$ cat src/rtl/rotate_left_8_pipe.sv
// rotate_left_8_pipe: pipelined rotate-left unit with valid/ready handshakes on both sides.
//
// Operand a is rotated left by b[AMT_W-1:0]. There is one log-shifter level per stage:
// stage 0 rotates by 1, stage 1 by 2, stage 2 by 4, and so on. Latency is AMT_W cycles and
// throughput is one result per cycle. A combinational ready chain provides full backpressure
// without bubbles.
//
// Ports:
//   clk        rising-edge clock
//   rst_n      asynchronous active-low reset
//   in_valid   operand pair presented
//   in_ready   block accepts the operand pair this cycle
//   a          operand to rotate (WIDTH bits)
//   b          rotate amount (WIDTH bits, only b[AMT_W-1:0] used)
//   out_valid  result s is valid
//   out_ready  downstream accepts s this cycle
//   s          rotated result, driven from the last stage register

module rotate_left_8_pipe #(
    parameter int unsigned WIDTH = 8,
    parameter int unsigned AMT_W = 3
) (
    input  logic             clk,
    input  logic             rst_n,
    input  logic             in_valid,
    output logic             in_ready,
    input  logic [WIDTH-1:0] a,
    input  logic [WIDTH-1:0] b,
    output logic             out_valid,
    input  logic             out_ready,
    output logic [WIDTH-1:0] s
);

    // Per-stage state: valid bit, data so far and the full amount (later stages read higher bits).
    logic [AMT_W-1:0]                  v_q;
    logic [AMT_W-1:0][WIDTH-1:0]       data_q;
    logic [AMT_W-1:0][AMT_W-1:0]       amt_q;

    // What each stage would load this cycle.
    logic [AMT_W-1:0]                  rdy;
    logic [AMT_W-1:0]                  up_v;
    logic [AMT_W-1:0][WIDTH-1:0]       up_d;
    logic [AMT_W-1:0][AMT_W-1:0]       up_a;
    logic [AMT_W-1:0][WIDTH-1:0]       rot_d;

    // Rotate x left by n (n < WIDTH). The upper half of {x, x} << n is the rotated word.
    function automatic logic [WIDTH-1:0] rotl(input logic [WIDTH-1:0] x, input int unsigned n);
        logic [2*WIDTH-1:0] t;
        t = {x, x} << n;
        return t[2*WIDTH-1 -: WIDTH];
    endfunction

    // A stage can load when it is empty or its contents move on this cycle.
    always_comb begin
        rdy = '0;
        rdy[AMT_W-1] = out_ready | ~v_q[AMT_W-1];
        for (int k = int'(AMT_W) - 2; k >= 0; k--) begin
            rdy[k] = ~v_q[k] | rdy[k+1];
        end
    end

    always_comb begin
        up_v  = '0;
        up_d  = '0;
        up_a  = '0;
        rot_d = '0;
        up_v[0] = in_valid;
        up_d[0] = a;
        up_a[0] = b[AMT_W-1:0];
        for (int unsigned k = 1; k < AMT_W; k++) begin
            up_v[k] = v_q[k-1];
            up_d[k] = data_q[k-1];
            up_a[k] = amt_q[k-1];
        end
        for (int unsigned k = 0; k < AMT_W; k++) begin
            rot_d[k] = up_a[k][k] ? rotl(up_d[k], 1 << k) : up_d[k];
        end
    end

    // Data only loads with a valid item, so s keeps the last result while the pipe drains.
    always_ff @(posedge clk or negedge rst_n) begin
        if (!rst_n) begin
            v_q    <= '0;
            data_q <= '0;
            amt_q  <= '0;
        end else begin
            for (int unsigned k = 0; k < AMT_W; k++) begin
                if (rdy[k]) begin
                    v_q[k] <= up_v[k];
                    if (up_v[k]) begin
                        data_q[k] <= rot_d[k];
                        amt_q[k]  <= up_a[k];
                    end
                end
            end
        end
    end

    assign in_ready  = rdy[0];
    assign out_valid = v_q[AMT_W-1];
    assign s         = data_q[AMT_W-1];

    // Upper amount bits are ignored; low amount bits are dead once their stage has passed.
    logic unused_bits;
    assign unused_bits = ^{b[WIDTH-1:AMT_W], amt_q};

endmodule

$ cat config.mk
export PLATFORM = sky130hd
export DESIGN_NAME = rotate_left_8_pipe
export DESIGN_NICKNAME = d
export VERILOG_FILES = /design/src/rtl/rotate_left_8_pipe.sv
export SDC_FILE = /design/constraint.sdc
export NUM_CORES = 1
export LEC_CHECK = 0
export BUFFER_PORTS_ARGS = -buffer_cell sky130_fd_sc_hd__buf_4
export CAP_MARGIN = 20
export CORE_MARGIN = 1.5
export CORE_UTILIZATION = 30
export DETAILED_ROUTE_END_ITERATION = 16
export GPL_TIMING_DRIVEN = 1
export PLACE_DENSITY = 0.46
export SYNTH_ARGS = -nofsm -noshare
export SYNTH_HDL_FRONTEND = slang
export SYNTH_SLANG_ARGS = --single-unit
$ cat constraint.sdc
create_clock -name clk -period 3.68 [get_ports clk]
set_input_delay 0.184 -clock clk [delete_from_list [all_inputs] [get_ports clk]]
set_output_delay 0.184 -clock clk [all_outputs]
set_load 0.05 [all_outputs]
# After elaboration in Yosys (flattened, before gate mapping)
# Index checks and enable logic that the tools add are counted.
[classes]
mux = 3
bitwise = 6
n_reduce_logical = 3
[op_table]
columns = ["op", "n"]
rows = [
  ["$mux 8", 3],
  ["$reduce_and 2->1", 3],
  ["$not 1->1", 3],
  ["$or 1x1->1", 3],
]
[totals]
ff_bits = 33
inputBits = 20
output_inout_bits = 10

# Logic depth before layout (Yosys ltp)
[logic_depth]
ltp_word = 5
mapped_depth = 5
depth_no_buf = 3

# Worst setup path after synthesis
# OpenSTA, ideal clock, no wires.
[synth_path]
kind = "flip-flop to flip-flop"
from = "reg v_q[2]"
to = "reg data_q[6] (netlist name)"
setup_ns = 0.141
t_arrival_ns = 1.428
setup_slack_ns = 2.111
stages_incl_launch_ff = 5
cell_sequence = "dfrtp_1 nand4b_4 buf_4 a21oi_1 a31oi_1"
[synth_via]
elab_chain_len = 5
[synth_rtl]
columns = ["item", "line", "text"]
rows = [
  ["from (decl)", "35", "logic [AMT_W-1:0] v_q;"],
  ["from (signal, indexed assignment)", "89", "v_q[k] <= up_v[k];"],
  ["$not 1->1", "56", "rdy[AMT_W-1] = out_ready | ~v_q[AMT_W-1];"],
  ["$or 1x1->1", "56", ""],
  ["$or 1x1->1 (2 in a row)", "58", "rdy[k] = ~v_q[k] | rdy[k+1];"],
  ["net in_ready", "26", "output logic in_ready,"],
  ["$reduce_and 2->1 (no line)", "--", ""],
  ["to (signal, indexed assignment)", "91", "data_q[k] <= rot_d[k];"],
  ["to (decl)", "36", "logic [AMT_W-1:0][WIDTH-1:0] data_q;"],
]
# The timed path passes the listed nets, and every way through them passes these cells.
# A chain may end at the register's enable or synchronous reset.

# Final worst setup path
[layout_path]
from = "reg v_q[0]"
to = "out in_ready"
[layout_via]
elab_chain_len = 2
[layout_rtl]
columns = ["item", "line"]
rows = [
  ["$not 1->1", "58"],
  ["$or 1x1->1", "58"],
  ["to (decl)", "26"],
]
# No other way between the ends.

==> metrics.md <==
| Metric | Value |
|---|---|
| Status | `finished clean` |
| WL/cell | `12.8 microns` |
| Syn Nets | `154` |
| Latest clock arrival within the worst-skew pair | `0.28 ns` |
| Final setup violation count | `0` |
| Synth cell types | `18` |
| Final min period | `1.81 ns` |
| Final worst-path cycle share | `49.2%` |
| Slew HR | `60.9%` |
| IO Pins | `30` |
| Most common library cells after synthesis | `30 x dfrtp_1, 24 x a21oi_1, 24 x mux2i_1` |
| Ranking of synthesized cells by area | `dfrtp_1 49%, mux2i_1 16%, a21oi_1 7.8%, a31oi_1 6.5%, buf_4 4.9%` |
| Drt initial violations | `23` |
| Via Count | `1,000` |
| Mapped Cells | `134` |
| WL final | `2.71 mm` |
| DRC viols | `0` |
| Synth Warn # | `0` |
| Layout Utilization | `36.3%` |
| First-pass GRT wire length | `4.77 mm` |
| Pleak | `0.000760 uW` |
| HPWL after DPL | `1.93 mm` |
| Critical path fanouts, max | `19` |
| Post-Place Setup Slack | `1.96 ns` |
| Ant. Diodes | `0` |
| Final Skew | `0.00618 ns` |
| HP Class | `in -> reg` |
| Non-Filler Instances | `212` |
| Max Cap Viol | `0` |
| Post-synthesis sequential area ratio | `48.6%` |
| Vias/cell | `4.72` |
| Global-route usage over all layers | `11.6%` |
| RSZ-0062 raised after global routing | `false` |
| Fin area | `0.00176 sq mm` |
| CP max stage delay | `0.71 ns` |
| CP Capture Type | `output port` |
| Inst Count DP | `205` |
| Setup crit start kind | `flip-flop` |
| Post-synth ARST share | `100%` |
| Share of cells above drive strength 1 | `31.0%` |
| Worst slew pin tran | `0.587 ns` |
| Crit path DAT | `1.63 ns` |
| EDFF count, synth | `0` |
| DIE AREA | `0.00559 sq mm` |
| Fin. max-slew vios | `0` |
| Slowest CP cell | `dfrtp_1` |
| TritonRoute pass-1 iters | `5` |
| Post-synth top area share | `48.6%` |
| Placed Instance Area | `0.00167 sq mm` |
| Fmax achieved | `552 MHz` |
| Initial antenna violation count | `0` |
| Setup TNS | `0 ns` |
| Post-route ant nets | `0` |
| Post-synthesis cell area | `0.00155 sq mm` |
| PD cells | `640 mW/mm^2` |
| Remaining Overflow, GRT | `0` |
| Largest net degree at the start of global routing | `31` |
| Clock buffer depth | `2` |
| Die Y | `74.8 microns` |
| CTS clk-pin slew, worst paths | `0.06 ns` |
| Post_cts resized | `0` |
| Fill count | `491` |
| Final Net Count | `166` |
| CTS root buffer | `clkbuf_8` |
| Die Wd | `74.8 microns` |
| VDD IR-drop max | `0.203 mV` |
| GPL Wtd Cong | `0.677` |
| Area delta synth->final | `13.9%` |
| Critical-path cell list | `nand4b_4, buf_4` |
| CTS buffer count | `5` |
| Top_reg_cell synth | `dfrtp_1` |
| Core area | `0.00485 sq mm` |
| CP Class | `reg -> out` |
| Maximum level of the CTS H-tree | `2` |
| Post-synth top area cell | `dfrtp_1` |
| FF+latch count, synth | `30` |
| # hold bufs at CTS | `1` |
| Post-CTS setup buffers | `0` |
| Row count | `25` |
| Hold Violations, Final | `0` |
| IO buf count | `24` |
| Dominant cell by count in the synthesized netlist | `dfrtp_1` |
| Req. time, crit path | `3.50 ns` |
| Clk sinks | `30` |
| Number of global-route vias before repair | `1,006` |
| Fin worst setup slack | `1.87 ns` |
| CTS tree | `built` |
| Initial Util | `31.9%` |
| Syn avg cell area | `11.5 sq um` |
[placed cells by master (no fill, tap or decap)]
cell type      synthesis  layout
nand3b_4               1       1
or2b_1                 1       1
a31oi_1               16      16
mux2i_1               24      24
a21oi_1               24      24
nand2_1                2       2
mux2_2                 3       3
and2_4                 1       1
nand2b_1               2       2
dfrtp_1               30      30
dlygate4sd3_1          0       1
clkbuf_8               0       6
nand2b_2               1       1
buf_4                 10      24
nand4b_4               1       1
a21oi_2                8       8
[cells by family (layout without fill, tap and decap cells)]
kind of cell / after synthesis / in the layout / synth area share (%)
AND/OR/NAND/NOR: 9 / 9 / 5.75
buffers and inverters: 20 / 31 / 9.15
AO/OA/AOI/OAI: 48 / 48 / 18.8
multiplexers: 27 / 27 / 17.7
flip-flops: 30 / 30 / 48.6
[worst max-delay path: cells and delay by family (launching register included)]
family / cells / cell delay, ns
DFF: 1 / 0.71
and+or+nand+nor: 1 / 0.34
buffers and inverters: 1 / 0.30
[final timing paths]
| check | endpoint | cells after the start | from | slack, ns |
|---|---|---|---|---|
| max reg2reg | amt_q[2] | 3 | v_q[0] | 1.96 |
| max in group asynchronous | data_q[15] | 2 | rst_n | 3.00 |
| min in group asynchronous | v_q[1] | 2 | rst_n | 0.38 |
| min reg2reg | s[1] | 2 | s[1] | 0.52 |
| max | in_ready | 2 | v_q[0] | 1.87 |
| min | amt_q[1] | 2 | b[1] | 0.14 |
[cell type report]
| class | instances | area (sq um) | area share [%] |
|---|---|---|---|
| timing repair buffer | 25 | 190 | 10.8 |
| tap | 67 | 83.8 | 4.76 |
| clock buffer | 6 | 82.6 | 4.69 |
| multi-input combinational | 84 | 653 | 37.1 |
| sequential | 30 | 751 | 42.6 |
[power breakdown]
part	internal (uW)	switching, uW
sequential	411	76.3
clock	144	112
combinational	149	234
total	704	422
[sequential cells by signal (all words and copies together), names as in the netlist]
name / flops
data_q: 16
s: 8
amt_q: 3
v_q: 3
[routing by layer]
metal / GRT usage, % / wire (microns)
met4: 5.45 / 22
met3: 4.42 / 142
met1: 15.4 / 1370
met2: 16.8 / 1180
met5: 0 / 0
[stage by stage]
stage	hold slack (ns)	power, uW
floorplan	-0.112	831
global placement	0.133	875
detailed placement	0.141	882
CTS	0.130	1150
global route	0.127	1200
finish	0.138	1130
Power figures use the tool's default switching activity.
